File: config.mk
export PLATFORM = sky130hd
export DESIGN_NAME = branch_predict_unit
export DESIGN_NICKNAME = d
export VERILOG_FILES = /design/src/rtl/branch_predict_unit.sv
export SDC_FILE = /design/constraint.sdc
export NUM_CORES = 1
export LEC_CHECK = 0
export BUFFER_PORTS_ARGS = -buffer_cell sky130_fd_sc_hd__clkbuf_2
export CAP_MARGIN = 20
export CORE_AREA = 2 2 153 155
export DETAILED_ROUTE_END_ITERATION = 12
export DIE_AREA = 0 0 155 157
export PLACE_DENSITY = 0.88
export SLEW_MARGIN = 30
export SYNTH_ARGS = -nofsm -noshare
export SYNTH_HDL_FRONTEND = slang
export SYNTH_SLANG_ARGS = --single-unit
File: constraint.sdc
create_clock -name CLK -period 6.79 [get_ports CLK]
set_input_delay 0.679 -clock CLK [delete_from_list [all_inputs] [get_ports CLK]]
set_output_delay 0.679 -clock CLK [all_outputs]
set_load 0.01 [all_outputs]
File: src/rtl/branch_predict_unit.sv
// rtl/branch_predict_unit.sv - BTB plus saturating-counter direction predictor
// Combinational IF-stage lookup, MM-stage training, optional gshare indexing and mispredict stats.
module branch_predict_unit #(
   parameter int ENTRIES = 4,
   parameter int CTR_W   = 2,
   parameter int MODE    = 0,
   parameter int CNT_W   = 16,
   localparam int IDX_W  = $clog2(ENTRIES),
   localparam int TAG_W  = 30 - IDX_W
) (
   input  logic             CLK,
   input  logic             nRST,
   input  logic [31:0]      lookup_pc,
   output logic             pred_hit,
   output logic             pred_taken,
   output logic [31:0]      pred_target,
   input  logic             upd_en,
   input  logic [31:0]      upd_pc,
   input  logic             upd_taken,
   input  logic [31:0]      upd_target,
   input  logic             upd_mispredict,
   output logic [IDX_W-1:0] ghr,
   output logic [CNT_W-1:0] mispredict_cnt
);

   if ((ENTRIES < 2) || (ENTRIES > 256) || ((ENTRIES & (ENTRIES - 1)) != 0)) begin : g_bad_entries
      $error("branch_predict_unit: ENTRIES must be a power of 2 in 2..256");
   end
   if ((CTR_W < 1) || (CTR_W > 4)) begin : g_bad_ctr_w
      $error("branch_predict_unit: CTR_W must be in 1..4");
   end

   localparam logic [CTR_W-1:0] CTR_MAX = '1;
   localparam logic [CTR_W-1:0] CTR_WT  = CTR_W'(1) << (CTR_W - 1);
   localparam logic [CTR_W-1:0] CTR_WNT = CTR_WT - CTR_W'(1);
   localparam logic [CNT_W-1:0] CNT_MAX = '1;

   logic             r_valid  [ENTRIES];
   logic [TAG_W-1:0] r_tag    [ENTRIES];
   logic [31:0]      r_target [ENTRIES];
   logic [CTR_W-1:0] r_ctr    [ENTRIES];
   logic [IDX_W-1:0] r_ghr;
   logic [CNT_W-1:0] r_cnt;

   logic [IDX_W-1:0] w_hash;
   logic [IDX_W-1:0] w_lk_idx;
   logic [IDX_W-1:0] w_up_idx;
   logic [TAG_W-1:0] w_lk_tag;
   logic [TAG_W-1:0] w_up_tag;
   logic             w_up_hit;
   logic [CTR_W-1:0] w_up_ctr;
   logic [IDX_W-1:0] w_ghr_next;

   // Bimodal mode never shifts history, so hashing with r_ghr is a no-op there.
   assign w_hash     = (MODE == 1) ? r_ghr : '0;
   assign w_lk_idx   = lookup_pc[IDX_W+1:2] ^ w_hash;
   assign w_up_idx   = upd_pc[IDX_W+1:2] ^ w_hash;
   assign w_lk_tag   = lookup_pc[31:IDX_W+2];
   assign w_up_tag   = upd_pc[31:IDX_W+2];
   assign w_up_hit   = r_valid[w_up_idx] && (r_tag[w_up_idx] == w_up_tag);
   assign w_up_ctr   = r_ctr[w_up_idx];
   assign w_ghr_next = (MODE == 1) ? IDX_W'({r_ghr, upd_taken}) : '0;

   assign pred_hit       = r_valid[w_lk_idx] && (r_tag[w_lk_idx] == w_lk_tag);
   assign pred_taken     = pred_hit && r_ctr[w_lk_idx][CTR_W-1];
   assign pred_target    = r_target[w_lk_idx];
   assign ghr            = r_ghr;
   assign mispredict_cnt = r_cnt;

   always_ff @(posedge CLK) begin
      if (!nRST) begin
         for (int i = 0; i < ENTRIES; i++) begin
            r_valid[i]  <= 1'b0;
            r_tag[i]    <= '0;
            r_target[i] <= '0;
            r_ctr[i]    <= CTR_WNT;
         end
         r_ghr <= '0;
         r_cnt <= '0;
      end else if (upd_en) begin
         if (w_up_hit) begin
            if (upd_taken) begin
               r_ctr[w_up_idx]    <= (w_up_ctr == CTR_MAX) ? w_up_ctr : w_up_ctr + 1'b1;
               r_target[w_up_idx] <= upd_target;
            end else begin
               r_ctr[w_up_idx]    <= (w_up_ctr == '0) ? w_up_ctr : w_up_ctr - 1'b1;
            end
         end else if (upd_taken) begin
            r_valid[w_up_idx]  <= 1'b1;
            r_tag[w_up_idx]    <= w_up_tag;
            r_target[w_up_idx] <= upd_target;
            r_ctr[w_up_idx]    <= CTR_WT;
         end
         r_ghr <= w_ghr_next;
         if (upd_mispredict && (r_cnt != CNT_MAX)) begin
            r_cnt <= r_cnt + 1'b1;
         end
      end
   end

endmodule

==> metrics.md <==
| Metric | Value |
|---|---|
| Status | `finished, final reports clean` |
| Compound-cell area share of the yosys netlist | `roughly 2.7%` |
| Primary FF master, synth | `edfxtp_1` |
| Total die area | `~24000 um^2` |
| CTS tree | `built` |
| Antenna-violating nets left | `0` |
| Total gr overflow | `0` |
| Worst Hold End | `r_target[3][5]$_DFFE_PP_` |
| P&R area growth vs syn | `13.39%` |
| Synth Instances | `about 930` |
| Combinational family with the most area after synthesis | `simple AND/OR/NAND/NOR gates` |
| Post-synth top area share | `a little under three fifths` |
| FMAX | `about 0.23 GHz` |
| Initial Utilization | `between 50% and 60%` |
| Setup Crit Path Kind | `primary input to register` |
| FP Rows | `55` |
| Share of flip-flops with an asynchronous set or reset | `0%` |
| XOR/XNOR share of the synthesized area | `4.123%` |
| # hold bufs at CTS | `0` |
| Via Count | `approximately 8.6k` |
| CP Launch Type | `primary input` |
| Crit Path Max Fanout | `34` |
| Final Non-Filler Cells | `between 1k and 1.5k` |
| I/O pin count | `roughly 150` |
| Synth Register Bits | `between 200 and 300` |
| Top post-synthesis cells by area | `edfxtp_1, mux4_2, and2_1` |
| Worst Min Path Start | `upd_target[5]` |
| Layout cells sized above 1 | `approximately 28%` |
| CORE AREA | `between 20000 and 25000 um^2` |
| RSZ-0062 raised after global routing | `false` |
| Library cells used by synthesis | `57` |
| Max clock buf depth | `3` |
| Cell Area, Synth | `13380 um^2` |
| Fillcell total | `1491` |
| FF-to-FF path depth | `7` |
| Vias per cell | `~6.3` |
| Cell with the most instances after synthesis | `edfxtp_1` |
| P per Cell Area | `252.7 nW/um^2` |
| Static leakage | `between 5 and 6 nW` |
| Synth area leader | `edfxtp_1` |
| Commonest cells post-synth | `edfxtp_1, and2_1, and3_1` |
| Layout Skew | `roughly 0.018 ns` |
| WHS Path Cells | `2` |
| Final period utilization | `between 60 and 70%` |
| DR iter-0 viols | `~860` |
| Final nets | `~1.2k` |
| Fin. max-slew vios | `0` |
| Routed WL per cell | `~23 um` |
| Max VDD drop | `between 0.0002 and 0.00025 V` |
| WP data required | `around 7 ns` |
| Sequential fraction of the synthesis area | `58.71%` |
| CP Capture Type | `register` |
| GRT Util Overall | `between 20% and 30%` |
| Crit path DAT | `between 4 and 5 ns` |
| Insertion delay to the later sink of the worst-skew pair | `0.55 ns` |
| DIE HEIGHT | `157 um` |
| Antenna violations before repair | `2` |
| Mux cell area share after synthesis | `about 16%` |
| Post-Route WL | `between 30 and 40 mm` |
| Worst Hold Class | `primary input to register` |
| Setup crit start | `upd_pc[2]` |
| Avg Inst Size Synth | `around 14 um^2` |
| Worst rel slew slack | `between 30% and 40%` |
| Synth warn | `0` |
| Pre-CTS setup slack | `~1.8 ns` |
| Fin. Hold Viols | `0` |
| Drt first pass iters | `5` |
| Post-synth EDFFs | `between 200 and 250` |
| Worst Max-Slew Pin Slew | `around 1 ns` |
| CTS buffer count | `28` |
| IO Port Bufs | `around 150` |
| R2R setup slack | `3.45 ns` |
| Global-route wire length before repair | `approximately 48 mm` |
| Residual DRC | `0` |
| Vias in the first global route | `8689` |
| Placed insts | `1315` |
| Clk sinks | `~270` |
| Max Cap Violations | `0` |
| Root buf cell | `clkbuf_16` |
| Worst-path clk slew | `0.06 ns` |
| H-tree lvl count | `1` |
| Synth Area in Adders | `less than 1%` |
| Die Width | `between 150 and 200 um` |
| Routability cong. | `just under 0.9` |
| PostCTS Resize Cnt | `0` |
| Fin crit period | `4.273 ns` |
| # setup viols final | `0` |
| Largest net degree at the start of global routing | `76` |
| R2r endpoint | `r_tag[2][3]$_SDFFCE_PN0P_` |
| R2R Path Start | `r_tag[3][8]$_DFFE_PP_` |
| PnR worst setup slack | `between 2 and 3 ns` |
| TNS Setup | `0 ns` |
| Setup bufs post-CTS | `0` |
| Area share of and/or/nand/nor cells after synthesis | `approximately 16%` |
| DP HPWL | `approximately 19 mm` |
## critical path: stages
cell       delay, ns
buf_2           0.63
buf_4           0.61
mux2_2          0.42
a32oi_1         0.16
o2111ai_1       0.14
nor4b_1         0.26
o211a_1         0.50
and2_2          0.61
o21ai_2         0.14
buf_4           0.31
## metrics by stage
| step | area, um^2 | power [mW] | util, % | hold WS (ns) |
|---|---|---|---|---|
| 2_1_floorplan | 13390 | 2.245 | - | 0.4468 |
| 3_3_place_gp | 14290 | 2.383 | 63.50 | 0.4599 |
| 3_5_place_dp | 14300 | 2.402 | 63.53 | 0.4856 |
| 4_1_cts | 15170 | 3.843 | 67.42 | 0.4224 |
| 5_1_grt | 15170 | 3.935 | 67.43 | 0.4406 |
| 6_report | 15170 | 3.835 | 67.43 | 0.4380 |
## routing by layer
layer / share of wire, % / global-route usage (%) / wire [um] / vias to the layer above
met5: 0 / 0 / 0 / -
met4: 3.1 / 8.201 / 954 / 0
met3: 8.5 / 3.800 / 2668 / 77
met2: 51 / 44.61 / 15870 / 433
met1: 38 / 33.59 / 11730 / 4240
li1: - / - / - / 3828
## worst max path at each step
| stage | cells after the start | end | slack, ns |
|---|---|---|---|
| floorplan | 10 | r_tag[3][0]$_DFFE_PP_ | 2.01 |
| global placement | 10 | r_tag[2][5]$_SDFFCE_PN0P_ | 1.89 |
| detailed placement | 10 | r_tag[2][5]$_SDFFCE_PN0P_ | 1.80 |
| CTS | 10 | r_tag[2][20]$_SDFFCE_PN0P_ | 2.31 |
| global route | 10 | r_tag[2][5]$_SDFFCE_PN0P_ | 2.32 |
| finish | 10 | r_tag[2][3]$_SDFFCE_PN0P_ | 2.52 |
## logic make-up (layout without fill, tap and decap cells)
logic type | after synthesis | in the layout
compound gates | 52 | 52
xor+xnor | 63 | 63
fa+ha+maj | 1 | 1
buf+inv | 76 | 222
flops | 268 | 268
mux | 112 | 112
other cells | 1 | 3
simple gates | 360 | 360
## final cells by class
class                           count  area (um^2)  area share [%]
Clock inverter                     11        92.59          0.6102
Multi-Input combinational cell    590         5181           34.14
Antenna cell                        1        2.502         0.01649
Tap cell                          285        356.6           2.350
Clock buffer                       39        782.0           5.153
Inverter                            7        26.28          0.1732
Sequential cell                   268         7858           51.78
Timing Repair Buffer              165        875.8           5.772
## report_power, final
group          switching, mW  internal, mW  leakage (nW)  total [mW]
clock                  0.621         0.838         0.415        1.46
combinational          0.237         0.188          2.94       0.425
sequential            0.0413          1.91          2.55        1.95
total                  0.899          2.94          5.91        3.83
## cells in the final DEF (no fill, tap or decap), types with 20 or more instances in the layout
master	n
buf_4	20
xnor2_1	46
mux2i_1	32
nand2_1	26
nor3_1	27
clkbuf_16	28
clkbuf_2	144
and2_1	141
and3_1	98
edfxtp_1	249
mux4_2	77
## sequential cells by signal, summed over array words and instances, names as in the netlist
register,flops
r_target,128
mispredict_cnt,16
r_ctr,8
r_tag,112
r_valid,4
Note: power is estimated with default switching activity, not from simulation.
